<file path="src/rtl/fetch_seq.sv">
// Fetch/sequencing stage: owns pc, latches ROM opcode, resolves JMP/JNZ locally, issues others to execute.
// Branch costs 2 cycles, non-branch >= 4; holds ir in ISSUE until ex_ready, waits in WAIT for ex_done.
module fetch_seq (
  input  logic        clk,
  input  logic        rst,
  input  logic        start,
  output logic [7:0]  pc,
  input  logic [15:0] op_in,
  output logic [15:0] ir,
  output logic        ir_valid,
  input  logic        ex_ready,
  input  logic        ex_done,
  input  logic        nz_flag,
  output logic        busy,
  output logic        halted,
  output logic [15:0] retired
);

  localparam logic [3:0] JMP_OP = 4'hA;
  localparam logic [3:0] JNZ_OP = 4'hB;

  localparam logic [2:0] S_IDLE   = 3'd0;
  localparam logic [2:0] S_FETCH  = 3'd1;
  localparam logic [2:0] S_DECODE = 3'd2;
  localparam logic [2:0] S_ISSUE  = 3'd3;
  localparam logic [2:0] S_WAIT   = 3'd4;
  localparam logic [2:0] S_HALT   = 3'd5;

  logic [2:0] state;

  // Outputs decode from state only, so no input reaches an output combinationally.
  assign ir_valid = (state == S_ISSUE);
  assign halted   = (state == S_HALT);
  assign busy     = (state != S_IDLE) && (state != S_HALT);

  always_ff @(posedge clk) begin
    if (rst) begin
      state   <= S_IDLE;
      pc      <= 8'h00;
      ir      <= 16'h0000;
      retired <= 16'h0000;
    end else begin
      case (state)
        S_IDLE: begin
          if (start) begin
            state   <= S_FETCH;
            pc      <= 8'h00;
            retired <= 16'h0000;
          end
        end
        S_FETCH: begin
          ir    <= op_in;
          state <= S_DECODE;
        end
        S_DECODE: begin
          case (ir[15:12])
            JMP_OP: begin
              // A jump to its own address is the program's terminal instruction.
              if (ir[7:0] == pc) begin
                state <= S_HALT;
              end else begin
                pc    <= ir[7:0];
                state <= S_FETCH;
              end
            end
            JNZ_OP: begin
              pc    <= nz_flag ? ir[7:0] : pc + 8'd1;
              state <= S_FETCH;
            end
            default: state <= S_ISSUE;
          endcase
        end
        S_ISSUE: begin
          if (ex_ready) state <= S_WAIT;
        end
        S_WAIT: begin
          if (ex_done) begin
            pc    <= pc + 8'd1;
            state <= S_FETCH;
            if (retired != 16'hFFFF) retired <= retired + 16'd1;
          end
        end
        S_HALT: begin
          if (start) begin
            state   <= S_FETCH;
            pc      <= 8'h00;
            retired <= 16'h0000;
          end
        end
        default: state <= S_IDLE;
      endcase
    end
  end

endmodule

</file>
<file path="config.mk">
export PLATFORM = sky130hd
export DESIGN_NAME = fetch_seq
export DESIGN_NICKNAME = d
export VERILOG_FILES = /design/src/rtl/fetch_seq.sv
export SDC_FILE = /design/constraint.sdc
export NUM_CORES = 1
export LEC_CHECK = 0
export ABC_CLOCK_PERIOD_IN_PS = 1800
export BUFFER_PORTS_ARGS = -buffer_cell sky130_fd_sc_hd__buf_4
export CAP_MARGIN = 20
export CELL_PAD_IN_SITES_DETAIL_PLACEMENT = 0
export CELL_PAD_IN_SITES_GLOBAL_PLACEMENT = 1
export CORE_MARGIN = 1.5
export CORE_UTILIZATION = 35
export CTS_CLUSTER_DIAMETER = 100
export DETAILED_ROUTE_END_ITERATION = 6
export GPL_TIMING_DRIVEN = 0
export PLACE_DENSITY_LB_ADDON = 0.1
export REMOVE_ABC_BUFFERS = 1
export SYNTH_ARGS = -nofsm -noshare
export SYNTH_HDL_FRONTEND = slang
export SYNTH_SLANG_ARGS = --single-unit
export TNS_END_PERCENT = 30
</file>
<file path="constraint.sdc">
create_clock -name clk -period 1.8 [get_ports clk]
set_input_delay 0.36 -clock clk [delete_from_list [all_inputs] [get_ports clk]]
set_output_delay 0.36 -clock clk [all_outputs]
set_load 0.01 [all_outputs]
</file>
# == After elaboration in Yosys (flattened, before gate mapping) ==
# Cells that the tools add are included.
# Widths: inputs -> output; s select.
# word_totals
regBits,43
inputBits,22
output_inout_bits,43
word_cells,47
# op_classes
n_addsub,2
eq_ne,16
n_mux,16
n_reduce_logical,9
# ops
op,n
$mux 16,3
$mux 8,4
$pmux 16 s2,1
$pmux 8 s3,1
$add 16x1->16 const B,1
$ne 16x16->1 const B,1
$pmux 8 s2,1
$pmux 3 s5,1
$mux 3,4
$ne 3x3->1 const B,3
$add 8x1->8 const B,1
$eq 4x4->1 const B,2
$eq 8x8->1,1
$eq 3x2->1 const B,2
$eq 3x3->1 const B,2
$pmux 3 s2,1
$reduce_bool 3->1,2
$reduce_and 5->1,1
$ne 2x1->1 const B,2
$ne 2x2->1 const B,2
$reduce_and 4->1,1
$eq 3x1->1 const B,1
$logic_not 3->1,1
$reduce_and 3->1,1
other kinds (3),3

# == Longest topological paths before layout ==
# depth
depth_word,4
depth_mapped,7
depth_no_buf,6

# == Least setup slack after synthesis ==
# OpenSTA, ideal clock, no wires.
# synth_timing
kind,register -> register
startpoint,register state[2]
endpoint,register pc[1]
arrival_time_ps,1517
setup_slack_ps,149
path_stages_with_launch,7
n_path_buf,1
synth_period_minus_slack_ps,1651
cell_sequence,dfxtp_1 -> buf_4 -> mux2_4 -> a32oi_1 -> o21ai_2 -> a21oi_1 -> a211oi_1
# synth_between
elab_chain_cells,4
word_cells_on_any_way,12
classes_between,eq/ne (7); mux (1); reduce/logical (4)
# synth_lines
element,line,text
from (decl),29,logic [2:0] state;
from (signal assigned),38,state <= S_IDLE;
from (signal assigned),46,state <= S_FETCH;
from (signal assigned),53,state <= S_DECODE;
$eq 3x3->1 / $logic_not 3->1 (equally long branches),43,case (state)
$reduce_or 2->1 (no source line),--,
$ne 2x1->1 (no source line) / $reduce_bool 3->1 (equally long branches),--,
$reduce_and 5->1 (no source line),--,
to (signal assigned),62,pc <= ir[7:0];
to (signal assigned),67,pc <= nz_flag ? ir[7:0] : pc + 8'd1;
to (signal assigned),78,pc <= pc + 8'd1;
to (decl),7,"output logic [7:0] pc,"
# Several ways; a longest one is shown, not always the timed one.
# A chain may end at the register's enable or synchronous reset.

# == Worst setup path in the final report ==
# layout_timing
startpoint,register state[0]
endpoint,register retired[9]
# layout_between
elab_chain_cells,4
word_cells_on_any_way,10
classes_between,eq/ne (5); mux (1); reduce/logical (4)
# layout_lines
element,line,text
$eq 3x3->1 / $logic_not 3->1 (equally long branches),43,
$reduce_or 2->1 (no source line),--,
$ne 2x1->1 (no source line) / $reduce_bool 2->1 (equally long branches),--,
$reduce_and 4->1 (no source line),--,
to (signal assigned),80,if (retired != 16'hFFFF) retired <= retired + 16'd1;
to (decl),16,output logic [15:0] retired
# Several ways; a longest one is shown, not always the timed one.

==> impl_metrics.prom <==
# TYPE chip_impl_metric gauge
chip_impl_metric{name="grt_usage",unit="%"} 18.84
chip_impl_metric{name="irDropWorstVdd",unit="V"} 0.0006624
chip_impl_info{name="grt_setup_unrepaired",value="true"} 1
chip_impl_metric{name="share_of_layout_cells_above_drive_strength_1",unit="%"} 35.52
chip_impl_metric{name="achievable_frequency",unit="MHz"} 562.5
chip_impl_metric{name="design.die.area",unit="mm2"} 0.007233
chip_impl_metric{name="place.detailed.hpwl",unit="mm"} 4.674
chip_impl_info{name="failing_checks",value="design-rule violations"} 1
chip_impl_metric{name="required",unit="ps"} 2030
chip_impl_metric{name="routed_via_density",unit=""} 5.546
chip_impl_metric{name="via_count_of_the_first_global_routing_pass",unit=""} 2230
chip_impl_metric{name="final.setup.tns",unit="ps"} 0
chip_impl_metric{name="slowest_delay",unit="ps"} 530
chip_impl_metric{name="final-setup-viol-count",unit=""} 0
chip_impl_metric{name="synth_sequential_area_ratio",unit="%"} 36.54
chip_impl_metric{name="detailedPlace.worstSlack",unit="ps"} -466.6
chip_impl_metric{name="clock_buffer_depth",unit=""} 2
chip_impl_metric{name="placedInstanceArea",unit="mm2"} 0.002851
chip_impl_metric{name="leakagePower",unit="nW"} 1.250
chip_impl_metric{name="place.port_buffers",unit=""} 64
chip_impl_info{name="clock_tree_root_driver_cell",value="sky130_fd_sc_hd__clkbuf_8"} 1
chip_impl_metric{name="cts_buffers",unit=""} 5
chip_impl_metric{name="fin_worst_hold_slack",unit="ps"} 298.3
chip_impl_metric{name="starting_drc_count_in_detailed_routing",unit=""} 117
chip_impl_info{name="crit_path_end_kind",value="flop"} 1
chip_impl_metric{name="antennaDiodeCount",unit=""} 0
chip_impl_metric{name="core",unit="mm2"} 0.006422
chip_impl_metric{name="share_comb_of_total_power",unit="%"} 44.5
chip_impl_metric{name="synth.cell_area",unit="mm2"} 0.002356
chip_impl_metric{name="finalNetCount",unit=""} 389
chip_impl_metric{name="clkSinkCount",unit=""} 43
chip_impl_metric{name="routabilityCongestion",unit=""} 0.8325
chip_impl_info{name="worstSetupStartpointType",value="flop"} 1
chip_impl_metric{name="cts.clk_slew.worst_paths",unit="ps"} 90
chip_impl_metric{name="power.share.switching",unit="%"} 40.40
chip_impl_metric{name="detail_route.first_pass.iterations",unit=""} 7
chip_impl_info{name="run_status",value="finished with violations"} 1
chip_impl_metric{name="die_height",unit="um"} 85.05
chip_impl_metric{name="synth.avg_cell_area",unit="um2"} 7.959
chip_impl_info{name="yosys_most_used_dff",value="sky130_fd_sc_hd__dfxtp_1"} 1
chip_impl_metric{name="antenna_found_initial",unit=""} 0
chip_impl_metric{name="min_period_over_period",unit="%"} 98.77
chip_impl_metric{name="grt_remaining_overflow",unit=""} 0
chip_impl_metric{name="ioPinCount",unit=""} 65
chip_impl_metric{name="power_density",unit="mW/mm2"} 1315
chip_impl_metric{name="drt.antenna.violating_nets",unit=""} 0
chip_impl_metric{name="power.share.sequential",unit="%"} 34.4
chip_impl_metric{name="proportion_of_register_bits_with_asynchronous_set_or_reset_after_synthesis",unit="%"} 0
chip_impl_metric{name="worst_margin_slew",unit="ps"} 704.5
chip_impl_metric{name="synth.ff_latch_count",unit=""} 43
chip_impl_metric{name="die-width",unit="um"} 85.05
chip_impl_metric{name="post_drt_wl_per_cell",unit="um"} 15.87
chip_impl_metric{name="row_count",unit=""} 29
chip_impl_metric{name="final_max_slew_viol_count",unit=""} 0
chip_impl_metric{name="route.detailed.drc",unit=""} 4
chip_impl_metric{name="routed_wl",unit="mm"} 7.029
chip_impl_metric{name="syn_to_final_growth",unit="%"} 38.93
chip_impl_metric{name="p_int",unit="mW"} 2.566
chip_impl_info{name="cts_tree",value="done"} 1
chip_impl_metric{name="cap_viol_max_count",unit=""} 0
chip_impl_metric{name="netlist_instances",unit=""} 296
chip_impl_metric{name="worst_slack_setup_final",unit="ps"} 22.08
chip_impl_metric{name="grt_first_pass_wirelength",unit="mm"} 11.05
chip_impl_info{name="timing.critical_path.max_delay_family",value="simple AND/OR/NAND/NOR gates"} 1
chip_impl_metric{name="finalInstanceArea",unit="mm2"} 0.003273
chip_impl_metric{name="power.switching",unit="mW"} 1.739
chip_impl_metric{name="clock_latency",unit="ps"} 300
chip_impl_metric{name="routed-via-count",unit=""} 2457
chip_impl_metric{name="largest_net_degree_at_the_start_of_global_routing",unit=""} 33
chip_impl_info{name="critPathKind",value="reg2reg"} 1
chip_impl_metric{name="power_frac_clock",unit="%"} 21.1
chip_impl_metric{name="number_of_hold_violations_in_the_final_report",unit=""} 0
chip_impl_metric{name="initial_utilization",unit="%"} 36.68
chip_impl_metric{name="max-slew-margin-rel",unit="%"} 53.03
chip_impl_metric{name="crit_arrival",unit="ps"} 2010
chip_impl_info{name="path_cells",value="nor2b_4 -> a32o_2 -> o21ai_4 -> or4b_4 -> a21oi_2"} 1
chip_impl_metric{name="h-tree-depth",unit=""} 2
chip_impl_metric{name="total_of_warnings_raised_by_yosys",unit=""} 0
chip_impl_metric{name="timing.critical_path.buf_inv",unit=""} 0
chip_impl_info{name="cp_slowest_cell",value="sky130_fd_sc_hd__or4b_4"} 1
chip_impl_info{name="hold_path.class",value="in2reg"} 1
chip_impl_metric{name="synth-edff-count",unit=""} 0
chip_impl_metric{name="maximum_fanout_along_the_worst_path",unit=""} 12
chip_impl_metric{name="layout_min_cycle_time",unit="ps"} 1778
chip_impl_metric{name="fin_worst_skew",unit="ps"} 5.303
chip_impl_metric{name="yosysUniqueCellTypes",unit=""} 56
[worst paths after layout]
path | slack [ps] | depth (start not counted) | startpoint | to
hold reg to reg | 460 | 2 | ir[9] | ir[9]
setup reg to reg | 20 | 5 | state[0] | retired[9]
setup / recovery | 20 | 5 | state[0] | retired[9]
hold / removal | 300 | 3 | op_in[9] | ir[9]
[sequential cells by signal, indices dropped and copies added, names as in the netlist]
| register | flops |
|---|---|
| pc | 8 |
| ir | 16 |
| state | 3 |
| retired | 16 |
[area by class of cell]
class	instances	area, um2
Clock buffer	5	68.82
Clock inverter	3	67.56
Fill cell	643	3149
Inverter	3	15.01
Multi-Input combinational cell	234	1556
Sequential cell	43	883.3
Tap cell	77	96.34
Timing Repair Buffer	78	585.6
[repair_timing]
item,4_1_cts,5_1_grt
setup buffers,6,8
hold buffers,0,0
pin swaps,3,4
gates resized for setup,16,31
endpoints found under the hold margin,0,0
setup endpoints to repair,43,23
cloned,1,0
[power groups by stage]
| stage | combinational (mW) | sequential (mW) | clock (mW) |
|---|---|---|---|
| after CTS | 1.70 | 1.46 | 0.929 |
| after floorplan | 0.932 | 1.45 | 0 |
| after detailed placement | 1.57 | 1.45 | 0 |
| final | 1.92 | 1.48 | 0.908 |
| after global placement | 1.56 | 1.45 | 0 |
| after global routing | 2.10 | 1.52 | 0.979 |
[cell usage after synthesis, types with 2 or more instances]
cell type	count	area, um2
sky130_fd_sc_hd__nand2_1	49	183.9
sky130_fd_sc_hd__dfxtp_1	43	860.8
sky130_fd_sc_hd__a21oi_1	35	175.2
sky130_fd_sc_hd__nor2_1	23	86.33
sky130_fd_sc_hd__xor2_1	12	105.1
sky130_fd_sc_hd__clkbuf_1	10	37.54
sky130_fd_sc_hd__nand3_1	10	50.05
sky130_fd_sc_hd__a211oi_1	7	52.55
sky130_fd_sc_hd__nand4_1	7	43.79
sky130_fd_sc_hd__o21ai_0	7	35.03
sky130_fd_sc_hd__xnor2_1	6	52.55
sky130_fd_sc_hd__a32oi_1	5	43.79
sky130_fd_sc_hd__nor3_1	5	25.02
sky130_fd_sc_hd__or4_1	5	37.54
sky130_fd_sc_hd__and3_1	4	25.02
sky130_fd_sc_hd__buf_2	4	20.02
sky130_fd_sc_hd__nand2b_1	4	25.02
sky130_fd_sc_hd__a2111oi_1	3	30.03
sky130_fd_sc_hd__and4_1	3	26.28
sky130_fd_sc_hd__inv_1	3	11.26
sky130_fd_sc_hd__o21ai_2	3	26.28
sky130_fd_sc_hd__o31ai_1	3	22.52
sky130_fd_sc_hd__a21boi_0	2	15.01
sky130_fd_sc_hd__a311oi_1	2	17.52
sky130_fd_sc_hd__and2_1	2	12.51
sky130_fd_sc_hd__and4_4	2	22.52
sky130_fd_sc_hd__ha_1	2	25.02
sky130_fd_sc_hd__nor2b_1	2	12.51
sky130_fd_sc_hd__nor4_1	2	12.51
sky130_fd_sc_hd__o21ai_1	2	10.01
sky130_fd_sc_hd__o22ai_1	2	12.51
sky130_fd_sc_hd__o311ai_0	2	17.52
sky130_fd_sc_hd__or3_1	2	12.51
[routing by layer]
metal  GRT usage [%]  up-vias  share of wire, %
li1                -     1240                 -
met1           24.70     1161                46
met2           32.18       52                49
met3           3.502        4               4.3
met4           4.173        0              0.63
met5               0        -                 0
[worst reg2reg max path, stage by stage (launching register included)]
cell                      delay [ps]
sky130_fd_sc_hd__dfxtp_4         440
sky130_fd_sc_hd__nor2b_4         200
sky130_fd_sc_hd__a32o_2          300
sky130_fd_sc_hd__o21ai_4         130
sky130_fd_sc_hd__or4b_4          530
sky130_fd_sc_hd__a21oi_2         130
[kinds of logic after synthesis]
logic type               Yosys count  share of synthesized area, %
flip-flops                        43                         36.54
AO/OA/AOI/OAI                     84                         23.47
multiplexers                       2                         1.062
AND/OR/NAND/NOR                  127                         27.24
adder cells (fa/ha/maj)            2                         1.062
XOR/XNOR                          18                         6.691
buffers and inverters             20                         3.930
[stage by stage]
step | instances | power [mW] | util (%)
global route | 443 | 4.598 | 50.96
detailed placement | 420 | 3.025 | 44.40
finish | 443 | 4.305 | 50.96
floorplan | 279 | 2.378 | -
CTS | 435 | 4.083 | 48.35
global placement | 420 | 3.014 | 44.40
[layout by cell type (no fill, tap or decap), types with 4 or more instances in the layout]
cell type                   n
sky130_fd_sc_hd__a211oi_1   5
sky130_fd_sc_hd__a21oi_1   33
sky130_fd_sc_hd__a32oi_1    4
sky130_fd_sc_hd__buf_4     78
sky130_fd_sc_hd__clkbuf_8   5
sky130_fd_sc_hd__dfxtp_1   35
sky130_fd_sc_hd__dfxtp_4    5
sky130_fd_sc_hd__nand2_1   47
sky130_fd_sc_hd__nand2b_1   4
sky130_fd_sc_hd__nand3_1    8
sky130_fd_sc_hd__nand4_1    7
sky130_fd_sc_hd__nor2_1    20
sky130_fd_sc_hd__nor3_1     5
sky130_fd_sc_hd__o21ai_0    7
sky130_fd_sc_hd__or4_1      4
sky130_fd_sc_hd__xnor2_1    6
sky130_fd_sc_hd__xor2_1    12
Power figures use the tool's default switching activity.
